File: src/rtl/vc_wrr_scheduler_if.sv
// vc_wrr_scheduler_if: VC-FIFO read side, D-FIFO write side and scheduler status
interface vc_wrr_scheduler_if #(
    parameter int DW = 6,
    parameter int WW = 4
);
    logic          init;
    logic [WW-1:0] weight_vc0;
    logic [WW-1:0] weight_vc1;
    logic          vc0_empty;
    logic          vc1_empty;
    logic          vc0_valid;
    logic          vc1_valid;
    logic [DW-1:0] vc0_data;
    logic [DW-1:0] vc1_data;
    logic          pause_d0;
    logic          pause_d1;
    logic          pop_vc0;
    logic          pop_vc1;
    logic          push_d0;
    logic          push_d1;
    logic [DW-1:0] data_out_d0;
    logic [DW-1:0] data_out_d1;
    logic [1:0]    grant;
    logic          sched_err;

    modport master (
        output init, weight_vc0, weight_vc1, vc0_empty, vc1_empty, vc0_valid, vc1_valid,
               vc0_data, vc1_data, pause_d0, pause_d1,
        input  pop_vc0, pop_vc1, push_d0, push_d1, data_out_d0, data_out_d1, grant, sched_err
    );

    modport slave (
        input  init, weight_vc0, weight_vc1, vc0_empty, vc1_empty, vc0_valid, vc1_valid,
               vc0_data, vc1_data, pause_d0, pause_d1,
        output pop_vc0, pop_vc1, push_d0, push_d1, data_out_d0, data_out_d1, grant, sched_err
    );
endinterface

File: src/rtl/vc_wrr_scheduler.sv
// vc_wrr_scheduler: work-conserving weighted round-robin drain of VC0/VC1 into D0/D1
module vc_wrr_scheduler #(
    parameter int DW = 6,
    parameter int WW = 4
) (
    input logic              clk,
    input logic              reset,
    vc_wrr_scheduler_if.slave bus
);
    typedef enum logic [1:0] {IDLE = 2'b00, VC0 = 2'b01, VC1 = 2'b10} state_t;

    state_t        state, state_n;
    logic [WW-1:0] cred, cred_n, w0, w1;
    logic          pop0, pop1, pop0_q, pop1_q;
    logic          ok, sel;
    logic [DW-1:0] word;

    assign ok          = !bus.pause_d0 && !bus.pause_d1;
    assign bus.pop_vc0 = pop0 && !reset;
    assign bus.pop_vc1 = pop1 && !reset;
    assign bus.grant   = state;
    assign sel         = bus.vc0_valid || bus.vc1_valid;
    assign word        = bus.vc0_valid ? bus.vc0_data : bus.vc1_data;

    // next owner, credit reload/decrement and pop generation
    always_comb begin
        state_n = state;
        cred_n  = cred;
        pop0    = 1'b0;
        pop1    = 1'b0;
        case (state)
            IDLE: begin
                if (!bus.vc0_empty) begin
                    state_n = VC0;
                    cred_n  = w0;
                end else if (!bus.vc1_empty) begin
                    state_n = VC1;
                    cred_n  = w1;
                end
            end
            VC0: begin
                if (!ok) begin
                    state_n = state;
                end else if (bus.vc0_empty) begin
                    state_n = bus.vc1_empty ? IDLE : VC1;
                    cred_n  = bus.vc1_empty ? cred : w1;
                end else begin
                    pop0 = 1'b1;
                    if (cred == WW'(1)) begin
                        state_n = bus.vc1_empty ? VC0 : VC1;
                        cred_n  = bus.vc1_empty ? w0 : w1;
                    end else begin
                        cred_n = cred - WW'(1);
                    end
                end
            end
            VC1: begin
                if (!ok) begin
                    state_n = state;
                end else if (bus.vc1_empty) begin
                    state_n = bus.vc0_empty ? IDLE : VC0;
                    cred_n  = bus.vc0_empty ? cred : w0;
                end else begin
                    pop1 = 1'b1;
                    if (cred == WW'(1)) begin
                        state_n = bus.vc0_empty ? VC1 : VC0;
                        cred_n  = bus.vc0_empty ? w1 : w0;
                    end else begin
                        cred_n = cred - WW'(1);
                    end
                end
            end
            default: state_n = IDLE;
        endcase
    end

    // owner state, credit and weights; a zero weight is stored as 1 so every VC keeps a turn
    always_ff @(posedge clk) begin
        if (reset) begin
            state <= IDLE;
            cred  <= '0;
            w0    <= WW'(1);
            w1    <= WW'(1);
        end else begin
            state <= state_n;
            cred  <= cred_n;
            if (bus.init) begin
                w0 <= (bus.weight_vc0 == '0) ? WW'(1) : bus.weight_vc0;
                w1 <= (bus.weight_vc1 == '0) ? WW'(1) : bus.weight_vc1;
            end
        end
    end

    // route returned word by bit 4 and flag valids that no pop asked for
    always_ff @(posedge clk) begin
        if (reset) begin
            bus.push_d0     <= 1'b0;
            bus.push_d1     <= 1'b0;
            bus.data_out_d0 <= '0;
            bus.data_out_d1 <= '0;
            bus.sched_err   <= 1'b0;
            pop0_q          <= 1'b0;
            pop1_q          <= 1'b0;
        end else begin
            bus.push_d0     <= sel && !word[4];
            bus.push_d1     <= sel && word[4];
            bus.data_out_d0 <= (sel && !word[4]) ? word : '0;
            bus.data_out_d1 <= (sel && word[4]) ? word : '0;
            pop0_q          <= bus.pop_vc0;
            pop1_q          <= bus.pop_vc1;
            bus.sched_err   <= bus.sched_err || (bus.vc0_valid && bus.vc1_valid) ||
                               (bus.vc0_valid && !pop0_q) || (bus.vc1_valid && !pop1_q);
        end
    end
endmodule

File: src/flat_wrapper.sv
// flat-port wrapper written by rule: the top's interface ports become plain ports
module vc_wrr_scheduler_flat 
#(
    parameter int DW = 6,
    parameter int WW = 4
)
  (clk, reset, bus_init, bus_weight_vc0, bus_weight_vc1, bus_vc0_empty, bus_vc1_empty, bus_vc0_valid, bus_vc1_valid, bus_vc0_data, bus_vc1_data, bus_pause_d0, bus_pause_d1, bus_pop_vc0, bus_pop_vc1, bus_push_d0, bus_push_d1, bus_data_out_d0, bus_data_out_d1, bus_grant, bus_sched_err);
  vc_wrr_scheduler_if #(.DW(DW), .WW(WW)) bus_i ();
  input logic clk;
  input logic reset;
  input wire logic [$bits(bus_i.init)-1:0] bus_init;
  input wire logic [$bits(bus_i.weight_vc0)-1:0] bus_weight_vc0;
  input wire logic [$bits(bus_i.weight_vc1)-1:0] bus_weight_vc1;
  input wire logic [$bits(bus_i.vc0_empty)-1:0] bus_vc0_empty;
  input wire logic [$bits(bus_i.vc1_empty)-1:0] bus_vc1_empty;
  input wire logic [$bits(bus_i.vc0_valid)-1:0] bus_vc0_valid;
  input wire logic [$bits(bus_i.vc1_valid)-1:0] bus_vc1_valid;
  input wire logic [$bits(bus_i.vc0_data)-1:0] bus_vc0_data;
  input wire logic [$bits(bus_i.vc1_data)-1:0] bus_vc1_data;
  input wire logic [$bits(bus_i.pause_d0)-1:0] bus_pause_d0;
  input wire logic [$bits(bus_i.pause_d1)-1:0] bus_pause_d1;
  output wire logic [$bits(bus_i.pop_vc0)-1:0] bus_pop_vc0;
  output wire logic [$bits(bus_i.pop_vc1)-1:0] bus_pop_vc1;
  output wire logic [$bits(bus_i.push_d0)-1:0] bus_push_d0;
  output wire logic [$bits(bus_i.push_d1)-1:0] bus_push_d1;
  output wire logic [$bits(bus_i.data_out_d0)-1:0] bus_data_out_d0;
  output wire logic [$bits(bus_i.data_out_d1)-1:0] bus_data_out_d1;
  output wire logic [$bits(bus_i.grant)-1:0] bus_grant;
  output wire logic [$bits(bus_i.sched_err)-1:0] bus_sched_err;
  assign bus_i.init = bus_init;
  assign bus_i.weight_vc0 = bus_weight_vc0;
  assign bus_i.weight_vc1 = bus_weight_vc1;
  assign bus_i.vc0_empty = bus_vc0_empty;
  assign bus_i.vc1_empty = bus_vc1_empty;
  assign bus_i.vc0_valid = bus_vc0_valid;
  assign bus_i.vc1_valid = bus_vc1_valid;
  assign bus_i.vc0_data = bus_vc0_data;
  assign bus_i.vc1_data = bus_vc1_data;
  assign bus_i.pause_d0 = bus_pause_d0;
  assign bus_i.pause_d1 = bus_pause_d1;
  assign bus_pop_vc0 = bus_i.pop_vc0;
  assign bus_pop_vc1 = bus_i.pop_vc1;
  assign bus_push_d0 = bus_i.push_d0;
  assign bus_push_d1 = bus_i.push_d1;
  assign bus_data_out_d0 = bus_i.data_out_d0;
  assign bus_data_out_d1 = bus_i.data_out_d1;
  assign bus_grant = bus_i.grant;
  assign bus_sched_err = bus_i.sched_err;
  vc_wrr_scheduler #(.DW(DW), .WW(WW)) u_core (.clk(clk), .reset(reset), .bus(bus_i));
endmodule
File: config.mk
export PLATFORM = sky130hd
export DESIGN_NAME = vc_wrr_scheduler_flat
export DESIGN_NICKNAME = d
export VERILOG_FILES = /design/src/rtl/vc_wrr_scheduler_if.sv /design/src/rtl/vc_wrr_scheduler.sv /design/src/flat_wrapper.sv
export SDC_FILE = /design/constraint.sdc
export NUM_CORES = 1
export LEC_CHECK = 0
export ABC_AREA = 1
export ABC_CLOCK_PERIOD_IN_PS = 4100
export BUFFER_PORTS_ARGS = -buffer_cell sky130_fd_sc_hd__buf_4
export CORE_ASPECT_RATIO = 0.6
export CORE_MARGIN = 2
export CORE_UTILIZATION = 35
export DETAILED_ROUTE_END_ITERATION = 10
export GPL_TIMING_DRIVEN = 0
export PLACE_DENSITY = 0.63
export SLEW_MARGIN = 30
export SYNTH_ARGS = -nofsm -noshare
export SYNTH_HDL_FRONTEND = slang
export SYNTH_SLANG_ARGS = --single-unit
File: constraint.sdc
create_clock -name clk -period 4.1 [get_ports clk]
set_input_delay 0.82 -clock clk [delete_from_list [all_inputs] [get_ports clk]]
set_output_delay 0.82 -clock clk [all_outputs]
set_load 0.02 [all_outputs]
==> impl_summary.log, run 1 <==
INFO  metric worst_path_max_delay_cell = sky130_fd_sc_hd__nor4_1
INFO  metric timing.final.max_slew_violations = 0
INFO  metric postRouteAntennaNets = 0
INFO  metric crit_path_max_fanout = 10
INFO  metric globalRouteOverflowTotal = 0
INFO  metric globalRouteMet3Util = 0.0476
INFO  metric ffs_w_async_s_r_synth = 0
INFO  metric worst_path_most_repeated_cell = sky130_fd_sc_hd__buf_4
INFO  metric skew = approximately 0.0034 ns
INFO  metric netlist.area_leader.share = 0.373
INFO  metric powerDensity = about 560 nW/µm²
INFO  metric final_core_area_utilization = 0.479
INFO  metric crit_path_end_kind = output port
INFO  metric drt_via_density = 4.65
INFO  metric totalWireLength = 4400 µm
INFO  metric grt_use_met2 = 0.204
INFO  metric post_cts_hold_buffer_count = 0
INFO  metric pin_count_of_the_biggest_net_entering_global_routing = 11
INFO  metric timing.final.crit_period = around 2.5 ns
INFO  metric holdWs = 0.492 ns
INFO  metric synth_top_family_by_area = simple AND/OR/NAND/NOR gates
INFO  metric ys_seq_area_frac = 0.373
INFO  metric post_synth_xor_area_fraction = 0.00527
INFO  metric number_of_antenna_diodes = 0
INFO  metric unrepaired_setup_endpoints_after_global_routing = false
INFO  metric clock-sinks = 31
INFO  metric post_synth_instance_area = 1660 µm²
INFO  metric worst_hold_path_type = reg2reg
INFO  metric ys_seq_elements = 31
INFO  metric compound_gate_fraction_of_synth_area = 0.185
INFO  metric status = finished, final reports clean
INFO  metric vdd.ir_drop.worst = roughly 270 µV
INFO  metric post_cts.repair.setup_buffers = 0
INFO  metric cts_tree = yes
INFO  metric die_area = between 5000 and 6000 µm²
INFO  metric synth_cell_types = 32
INFO  metric max_cap_viol_count = 0
INFO  metric synth_edf_count = 0
INFO  metric post_route_cells_drive_above_1_share = 0.247
INFO  metric cts_max_path_buffers = 2
INFO  metric grt_pass1_wl = ~6800 µm
INFO  metric yosys.area.top_type = sky130_fd_sc_hd__dfxtp_1
INFO  metric post_cts_resize_count = 0
INFO  metric via_count_of_the_first_global_routing_pass = roughly 1.4k
INFO  metric dr.first_iter.drc_count = 92
INFO  metric cellLeakagePower = 1.05 nW
INFO  metric clk_latency = ~0.28 ns
INFO  metric synth.yosys.warnings = 0
INFO  metric timing.critical_path.from_type = primary input
INFO  metric setup_violations = 0
INFO  metric count_of_unresolved_drc_violations_after_routing = 0
INFO  metric synth_area_leaders = sky130_fd_sc_hd__dfxtp_1 37%, sky130_fd_sc_hd__nand2_1 11%, sky130_fd_sc_hd__nor2_1 8.8%
INFO  metric routed_wire_length_per_instance = between 10 and 15 µm
INFO  metric core-area = ~4600 µm²
INFO  metric grt_util_met1 = 0.269
INFO  metric layout.nets = 325
INFO  metric globalRouteTotalUtil = 0.167
INFO  metric rows = 19
INFO  metric effective_utilization_at_floorplan = 0.364
INFO  metric grt_antenna_before_repair = 0
INFO  metric gr-max-usage-layer = met1
INFO  metric crit_type = in2out
INFO  metric die_height = 57.4 µm
INFO  metric slowest_delay = approximately 0.38 ns
INFO  metric fin_tns_setup = 0 ns
INFO  metric fp.dieW = a little over 90 µm
INFO  metric postSynthNetCount = between 200 and 300
INFO  metric post-route-period-util = 0.609
INFO  metric dp_hpwl = between 3000 and 4000 µm
INFO  metric first_pass_iters = 4
INFO  metric timing.final.hold_violations = 0
INFO  metric vias = 1646
INFO  metric ctsHtreeMaxLevel = 2
INFO  metric cp.required = about 3.3 ns
INFO  metric synth.top_cells.by_count = 47 x sky130_fd_sc_hd__nand2_1, 39 x sky130_fd_sc_hd__nor2_1, 31 x sky130_fd_sc_hd__dfxtp_1, 24 x sky130_fd_sc_hd__inv_1, 18 x sky130_fd_sc_hd__a21oi_1
INFO  metric synthToLayoutAreaGrowth = 31.7%
INFO  metric cts-root-buf = sky130_fd_sc_hd__clkbuf_8
INFO  metric synth.mux.area_fraction = 0.0301
INFO  metric syn_inst = 239
INFO  metric synth_most_common_cell = sky130_fd_sc_hd__nand2_1
INFO  metric pin_count = 48
INFO  metric place.port_buffers = 44
INFO  metric clock.fmax = roughly 400 MHz
INFO  metric dominantRegCellSynth = sky130_fd_sc_hd__dfxtp_1
INFO  metric timing.critical_path.cells = buf_4, buf_6, nor4_1, buf_4
INFO  metric num_cts_buffers = 5
INFO  metric clk_pin_slew_worst_paths = roughly 0.07 ns
INFO  metric place.gp.congestion = 0.878
INFO  metric avgSynthCellArea = just under 7 µm²
INFO  metric synth-adder-area-share = 0.0452
INFO  metric synth_simple_gate_area_share = 0.259
INFO  metric worst-endpoint-arrival = ~1.7 ns
## path summary, 6_finish.rpt
kind,startpoint,end,slack (ns),cells after the start
worst max-delay path,bus_vc1_empty,bus_pop_vc1,1.60,4
worst min-delay path,u_core.w1[2],u_core.w1[2],0.49,2
worst max register to register,u_core.bus.grant[0],u_core.cred[3],2.33,9
worst min register to register,u_core.w1[2],u_core.w1[2],0.49,2
## flip-flops by register name, indices dropped and copies added, names as in the netlist
| register | count |
|---|---|
| u_core.pop1_q | 1 |
| u_core.pop0_q | 1 |
| u_core.bus.push_d0 | 1 |
| u_core.bus.data_out_d0 | 6 |
| u_core.w1 | 4 |
| u_core.w0 | 4 |
| u_core.bus.data_out_d1 | 6 |
| u_core.bus.sched_err | 1 |
| u_core.cred | 4 |
| u_core.bus.grant | 2 |
| u_core.bus.push_d1 | 1 |
## logic make-up after synthesis
logic type      count (synthesis)
other cells                     1
compound gates                 55
mux                             5
xor+xnor                        1
simple gates                  102
flops                          31
fa+ha+maj                       6
buf+inv                        38
## through the flow
stage,total power (W),worst slack [ns],instances,cell area [µm²]
CTS,0.00124,1.61,354,2190
global route,0.00131,1.51,354,2190
global placement,0.000915,1.67,346,2070
finish,0.00124,1.60,354,2190
detailed placement,0.000921,1.63,346,2070
floorplan,0.000775,1.58,239,1660
## cells in the final DEF (no fill, tap or decap), types with 2 or more instances in the layout
master,synthesis,layout
sky130_fd_sc_hd__inv_2,6,6
sky130_fd_sc_hd__nand3_1,6,6
sky130_fd_sc_hd__o21ai_0,16,16
sky130_fd_sc_hd__nand2_1,47,47
sky130_fd_sc_hd__a21oi_1,18,18
sky130_fd_sc_hd__nor4_1,4,4
sky130_fd_sc_hd__nor2_1,39,39
sky130_fd_sc_hd__clkbuf_8,0,6
sky130_fd_sc_hd__inv_1,24,24
sky130_fd_sc_hd__ha_1,6,6
sky130_fd_sc_hd__dfxtp_1,31,31
sky130_fd_sc_hd__o22ai_1,2,2
sky130_fd_sc_hd__o21ai_1,9,9
sky130_fd_sc_hd__clkbuf_1,2,2
sky130_fd_sc_hd__a21oi_2,3,3
sky130_fd_sc_hd__buf_4,1,45
sky130_fd_sc_hd__buf_2,3,3
sky130_fd_sc_hd__o211ai_1,2,2
sky130_fd_sc_hd__buf_6,2,2
sky130_fd_sc_hd__mux2i_1,5,5
## per-layer routing
metal / wire length, µm / part of all wire
met1: 2440 / 0.55
met5: 0 / 0
met4: 51 / 0.012
met2: 1590 / 0.36
met3: 322 / 0.073
## final cells by class
class                   instances  area [µm²]
inverters                      30         113
clock inverters                 2        35.0
multi-input cells             170         876
fillers                       477        2380
clock buffers                   6        82.6
plain buffers                   8        52.6
flip-flops and latches         31         621
well taps                      63        78.8
repair buffers                 44         330
## worst max-delay path, delay by kind of cell
kind,cells,cell delay [ns]
buffers and inverters,3,0.47
and+or+nand+nor,1,0.38
## report_power, final
group	total, W	internal [W]	switching [W]
Clock	0.000313	0.000196	0.000117
Sequential	0.000379	0.000339	0.0000395
Combinational	0.000544	0.000209	0.000335
Power figures use the tool's default switching activity.
==> run 2: changes to the inputs <==
- ABC_AREA: 1 -> 0
- ABC_CLOCK_PERIOD_IN_PS: 4100 -> 2300
- clock period: 4.1 -> 2.3 ns (I/O delays scaled with it)
==> impl_summary.log, run 2 <==
INFO  metric dp_hpwl = ~3300 µm
INFO  metric layout.nets = 283
INFO  metric first_pass_iters = 4
INFO  metric grt_antenna_before_repair = 0
INFO  metric ffs_w_async_s_r_synth = 0
INFO  metric clk_latency = 0.28 ns
INFO  metric dominantRegCellSynth = sky130_fd_sc_hd__dfxtp_1
INFO  metric timing.reg2reg.worst_path_depth = 7
INFO  metric skew = 0.00582 ns
INFO  metric post-route-period-util = 0.954
INFO  metric place.port_buffers = 44
INFO  metric ys_seq_elements = 31
INFO  metric fp.dieW = around 90 µm
INFO  metric pin_count = 48
INFO  metric timing.final.hold_violations = 0
INFO  metric powerDensity = 1020 nW/µm²
INFO  metric timing.final.crit_period = ~2.2 ns
INFO  metric place.gp.congestion = about 0.87
INFO  metric grt_pass1_wl = 6910 µm
INFO  metric max_cap_viol_count = 0
INFO  metric crit_end = u_core.cred[1]
INFO  metric holdWs = about 0.40 ns
INFO  metric post_synth_instance_area = between 1500 and 2000 µm²
INFO  metric core-area = 4540 µm²
INFO  metric worstReg2RegStart = u_core.bus.grant[0]
INFO  metric timing.final.max_slew_violations = 0
INFO  metric yosys.area.top_type = sky130_fd_sc_hd__dfxtp_1
INFO  metric timing.critical_path.from = u_core.bus.grant[0]
INFO  metric postRouteAntennaNets = 0
INFO  metric timing.critical_path.from_type = register
INFO  metric synthToLayoutAreaGrowth = 33.1%
INFO  metric totalWireLength = about 4400 µm
INFO  metric worst_hold_path_type = in2reg
INFO  metric routed_wire_length_per_instance = around 14 µm
INFO  metric reg_top3 = u_core.bus.data_out_d0: 6 flops, u_core.bus.data_out_d1: 6 flops
INFO  metric postSynthNetCount = ~230
INFO  metric clock.fmax = 456 MHz
INFO  metric post_route_cells_drive_above_1_share = 0.265
INFO  metric pin_count_of_the_biggest_net_entering_global_routing = 11
INFO  metric crit_path_end_kind = register
INFO  metric dr.first_iter.drc_count = ~110
INFO  metric drt_via_density = a little over 5
INFO  metric globalRouteTotalUtil = 0.168
INFO  metric synth.top_cells.by_count = 31 x sky130_fd_sc_hd__dfxtp_1, 26 x sky130_fd_sc_hd__nor2_1, 17 x sky130_fd_sc_hd__mux2i_1, 17 x sky130_fd_sc_hd__nand2_1, 12 x sky130_fd_sc_hd__inv_1
INFO  metric fin_tns_setup = 0 ns
INFO  metric count_of_unresolved_drc_violations_after_routing = 0
INFO  metric cellLeakagePower = 0.975 nW
INFO  metric layout.area.seq = 621 µm²
INFO  metric synth_most_common_cell = sky130_fd_sc_hd__dfxtp_1
INFO  metric crit_path_max_fanout = 10
INFO  metric mostFrequentLayoutCell = sky130_fd_sc_hd__buf_4
INFO  metric max-slew-margin-rel = 0.502
INFO  metric cts_tree = yes
INFO  metric avgSynthCellArea = a little over 8 µm²
INFO  metric vias = approximately 1.6k
INFO  metric most_used_cells_in_the_layout_excluding_fill_and_tap_cells = 44 x sky130_fd_sc_hd__buf_4, 31 x sky130_fd_sc_hd__dfxtp_1, 26 x sky130_fd_sc_hd__nor2_1, 17 x sky130_fd_sc_hd__nand2_1, 17 x sky130_fd_sc_hd__mux2i_1
INFO  metric multi_input_comb_area = just over 900 µm²
INFO  metric synth_cell_types = about 40
INFO  metric ys_seq_area_frac = 0.379
INFO  metric die_area = between 5000 and 6000 µm²
INFO  metric rows = 19
INFO  metric vdd.ir_drop.worst = about 460 µV
INFO  metric number_of_antenna_diodes = 0
INFO  metric cts_max_path_buffers = 2
INFO  metric worst-endpoint-arrival = 2.34 ns
INFO  metric setup_violations = 0
INFO  metric netlist.area_leader.share = 0.379
INFO  metric syn_inst = 197
INFO  metric worst_margin_slew = 0.740 ns
INFO  metric ctsHtreeMaxLevel = 2
INFO  metric cts-root-buf = sky130_fd_sc_hd__clkbuf_8
INFO  metric post_cts.repair.setup_buffers = 0
INFO  metric clock-sinks = 31
INFO  metric regToRegSetupSlack = between 0.1 and 0.15 ns
INFO  metric status = finished, final reports clean
INFO  metric via_count_of_the_first_global_routing_pass = between 1k and 1.5k
INFO  metric synth_edf_count = 0
INFO  metric fillers = 442
INFO  metric worst_r2r_endpoint = u_core.cred[1]
INFO  metric synth_area_leaders = sky130_fd_sc_hd__dfxtp_1 38%, sky130_fd_sc_hd__mux2i_1 10%, sky130_fd_sc_hd__nor2_1 6.0%
INFO  metric effective_utilization_at_floorplan = 0.361
INFO  metric clk_pin_slew_worst_paths = 0.07 ns
INFO  metric die_height = 57.0 µm
INFO  metric crit_type = reg2reg
INFO  metric globalRouteOverflowTotal = 0
INFO  metric synth.yosys.warnings = 0
INFO  metric cp.required = approximately 2.4 ns
INFO  metric num_cts_buffers = 5
INFO  metric unrepaired_setup_endpoints_after_global_routing = false
run 2: where the power goes:
group	total, W	internal (W)	leakage [nW]	switching (W)
Sequential	0.000684	0.000605	0.255	0.0000797
Clock	0.000562	0.000350	0.0612	0.000211
Combinational	0.000977	0.000424	0.659	0.000553
Total	0.00222	0.00138	0.975	0.000844
run 2: cell type report:
| cell class | instances | area share |
|---|---|---|
| flip-flops and latches | 31 | 0.285 |
| multi-input cells | 143 | 0.428 |
| well taps | 63 | 0.0362 |
| plain buffers | 11 | 0.0253 |
| clock inverters | 2 | 0.0161 |
| clock buffers | 6 | 0.0379 |
| repair buffers | 44 | 0.152 |
| inverters | 12 | 0.0207 |
run 2: how the worst min path moves through the flow:
| stage | from | slack (ns) | cells past startpoint | end |
|---|---|---|---|---|
| 2_1_floorplan | u_core.w1[0] | 0.47 | 2 | u_core.w1[0] |
| 3_3_place_gp | u_core.bus.sched_err | 0.47 | 2 | u_core.bus.sched_err |
| 3_5_place_dp | u_core.bus.sched_err | 0.47 | 2 | u_core.bus.sched_err |
| 4_1_cts | bus_pause_d0 | 0.38 | 2 | u_core.pop0_q |
| 5_1_grt | bus_pause_d0 | 0.39 | 2 | u_core.pop0_q |
| 6_report | bus_pause_d0 | 0.40 | 2 | u_core.pop0_q |
run 2: per-stage QoR:
stage	power, W	worst slack (ns)	area (µm²)	instances	util
2_1_floorplan	0.00136	0.179	1640	197	-
3_5_place_dp	0.00164	0.146	2050	304	0.451
3_3_place_gp	0.00163	0.135	2050	304	0.451
5_1_grt	0.00236	0.00372	2180	312	0.480
4_1_cts	0.00220	0.0525	2160	312	0.477
6_report	0.00222	0.107	2180	312	0.480
run 2: logic make-up after synthesis:
logic type               after synthesis  synth area share
other                                  1           0.00229
AO/OA/AOI/OAI                         42             0.180
AND/OR/NAND/NOR                       76             0.222
buffers and inverters                 23            0.0611
flip-flops                            31             0.379
adder cells (fa/ha/maj)                6            0.0458
XOR/XNOR                               1           0.00535
multiplexers                          17             0.104
run 2: timing repair:
item | in CTS | in global routing
resized for setup | 0 | 3
endpoints found under the setup margin | 0 | 3
hold buffers | 0 | 0
run 2: critical path: stages (launching register included):
cell and delay [ns]:
sky130_fd_sc_hd__dfxtp_1 0.41, sky130_fd_sc_hd__inv_1 0.09, sky130_fd_sc_hd__ha_1 0.21, sky130_fd_sc_hd__buf_6 0.14
sky130_fd_sc_hd__o22a_1 0.25, sky130_fd_sc_hd__a311o_2 0.40, sky130_fd_sc_hd__a2111oi_0 0.41, sky130_fd_sc_hd__a211oi_1 0.15
run 2: per-layer routing:
metal	vias up	track usage	routed length, µm
met3	4	0.0502	376
met4	0	0.0533	30
li1	805	-	-
met2	62	0.219	1720
met1	707	0.260	2260
met5	-	0	0
==> run 3: changes to the inputs <==
- ABC_CLOCK_PERIOD_IN_PS: 2300 -> 2000
- PLACE_DENSITY: 0.63 -> 0.65
- clock period: 2.3 -> 2 ns (I/O delays scaled with it)
==> impl_summary.log, run 3 (synthesis results as in run 2) <==
INFO  metric fillers = between 400 and 500
INFO  metric routed_wire_length_per_instance = about 14 µm
INFO  metric worstReg2RegStart = u_core.bus.grant[1]
INFO  metric crit_path_end_kind = register
INFO  metric regToRegSetupSlack = -0.001 ns
INFO  metric vias = ~1.7k
INFO  metric die_height = between 50 and 60 µm
INFO  metric crit_type = reg2reg
INFO  metric post-route-period-util = 1.00
INFO  metric dr.first_iter.drc_count = around 150
INFO  metric cts_max_path_buffers = 2
INFO  metric post_route_cells_drive_above_1_share = 0.340
INFO  metric clock-sinks = 31
INFO  metric grt_antenna_before_repair = 0
INFO  metric first_pass_iters = 5
INFO  metric holdWs = between 0.3 and 0.4 ns
INFO  metric timing.final.max_slew_violations = 0
INFO  metric multi_input_comb_area = approximately 990 µm²
INFO  metric rows = 19
INFO  metric reg_top3 = u_core.bus.data_out_d0: 6 flops, u_core.bus.data_out_d1: 6 flops
INFO  metric crit_path_max_fanout = 5
INFO  metric worst-endpoint-arrival = 2.22 ns
INFO  metric max-slew-margin-rel = 0.528
INFO  metric globalRouteTotalUtil = 0.170
INFO  metric postRouteAntennaNets = 0
INFO  metric pin_count = 48
INFO  metric cellLeakagePower = 1.04 nW
INFO  metric via_count_of_the_first_global_routing_pass = around 1.4k
INFO  metric timing.final.hold_violations = 0
INFO  metric setup_violations = 1
INFO  metric vdd.ir_drop.worst = 598 µV
INFO  metric grt_pass1_wl = between 7000 and 8000 µm
INFO  metric place.port_buffers = 44
INFO  metric place.gp.congestion = ~0.86
INFO  metric globalRouteOverflowTotal = 0
INFO  metric mostFrequentLayoutCell = sky130_fd_sc_hd__buf_4
INFO  metric worst_r2r_endpoint = u_core.bus.grant[0]
INFO  metric status = finished, violations left
INFO  metric num_cts_buffers = 5
INFO  metric unrepaired_setup_endpoints_after_global_routing = true
INFO  metric synthToLayoutAreaGrowth = 42.4%
INFO  metric number_of_antenna_diodes = 0
INFO  metric timing.final.crit_period = between 2 and 2.5 ns
INFO  metric drt_via_density = about 5.2
INFO  metric cp.required = 2.22 ns
INFO  metric max_cap_viol_count = 0
INFO  metric timing.hold.worst_endpoint = u_core.pop1_q
INFO  metric worst_hold_path_type = in2reg
INFO  metric dp_hpwl = 3200 µm
INFO  metric post_cts_hold_buffer_count = 0
INFO  metric layout.area.seq = approximately 630 µm²
INFO  metric post_route_setup_slack = -0.00137 ns
INFO  metric core-area = 4540 µm²
INFO  metric final_core_area_utilization = 0.514
INFO  metric skew = ~0.0052 ns
INFO  metric failed_checks = setup timing
INFO  metric holdPathStages = 2
INFO  metric clk_pin_slew_worst_paths = 0.07 ns
INFO  metric totalWireLength = 4590 µm
INFO  metric timing.critical_path.from_type = register
INFO  metric fp.dieW = about 90 µm
INFO  metric die_area = about 5300 µm²
INFO  metric ctsHtreeMaxLevel = 2
INFO  metric holdCritStartpoint = bus_pause_d1
INFO  metric worst_margin_slew = 0.701 ns
INFO  metric powerDensity = about 1200 nW/µm²
INFO  metric clk_latency = around 0.28 ns
INFO  metric layout.nets = slightly below 300
INFO  metric effective_utilization_at_floorplan = 0.361
INFO  metric pin_count_of_the_biggest_net_entering_global_routing = 12
INFO  metric most_used_cells_in_the_layout_excluding_fill_and_tap_cells = 55 x sky130_fd_sc_hd__buf_4, 28 x sky130_fd_sc_hd__dfxtp_1, 26 x sky130_fd_sc_hd__nor2_1, 17 x sky130_fd_sc_hd__nand2_1, 17 x sky130_fd_sc_hd__mux2i_1
INFO  metric cts-root-buf = sky130_fd_sc_hd__clkbuf_8
INFO  metric count_of_unresolved_drc_violations_after_routing = 0
INFO  metric clock.fmax = between 400 and 500 MHz
INFO  metric cts_tree = yes
INFO  metric timing.reg2reg.worst_path_depth = 7
run 3: worst max-delay path, cell delays in order (launching register included):
cell                      delay (ns)
sky130_fd_sc_hd__dfxtp_4        0.40
sky130_fd_sc_hd__inv_4          0.05
sky130_fd_sc_hd__ha_4           0.15
sky130_fd_sc_hd__buf_6          0.12
sky130_fd_sc_hd__o22a_1         0.25
sky130_fd_sc_hd__a311o_1        0.38
sky130_fd_sc_hd__or4_1          0.44
sky130_fd_sc_hd__a21oi_2        0.14
run 3: where the power goes:
part,internal (W),switching [W]
clock network,0.000371,0.000254
logic,0.000693,0.000736
registers,0.000710,0.000121
run 3: routing by layer:
layer | wire length, µm | vias to the layer above | global-route usage
li1 | - | 825 | -
met1 | 2290 | 777 | 0.272
met2 | 1910 | 61 | 0.218
met3 | 327 | 7 | 0.0436
met4 | 63 | 0 | 0.0512
met5 | 0 | - | 0
run 3: cell type report:
type,count,area share
buffer,11,0.0274
timing repair buffer,54,0.174
clock inverter,3,0.0188
inverter,12,0.0215
sequential,31,0.270
multi-input combinational,143,0.425
tap,63,0.0338
clock buffer,5,0.0295
run 3: how the worst max path moves through the flow:
stage	from	endpoint	slack [ns]
after floorplan	u_core.bus.grant[1]	u_core.bus.grant[0]	0.01
after global placement	u_core.cred[0]	u_core.cred[1]	-0.17
after detailed placement	u_core.cred[0]	u_core.cred[0]	-0.10
after CTS	u_core.bus.grant[0]	u_core.cred[0]	-0.03
after global routing	u_core.bus.grant[1]	u_core.bus.grant[0]	-0.04
final	u_core.bus.grant[1]	u_core.bus.grant[0]	-0.001
run 3: stage by stage:
stage	setup slack [ns]	power (W)	TNS, ns	cell area, µm²	std cells
after floorplan	0.0110	0.00157	0	1640	197
after global placement	-0.165	0.00188	-0.527	2050	304
after detailed placement	-0.103	0.00188	-0.359	2050	304
after CTS	-0.0324	0.00260	-0.0622	2200	313
after global routing	-0.0409	0.00306	-0.0444	2330	322
final	-0.00137	0.00288	-0.00137	2330	322
run 3: what timing repair did:
item	4_1_cts	5_1_grt
setup endpoints to repair	7	6
setup buffers	1	9
gates resized for setup	8	18
pin swaps	1	6
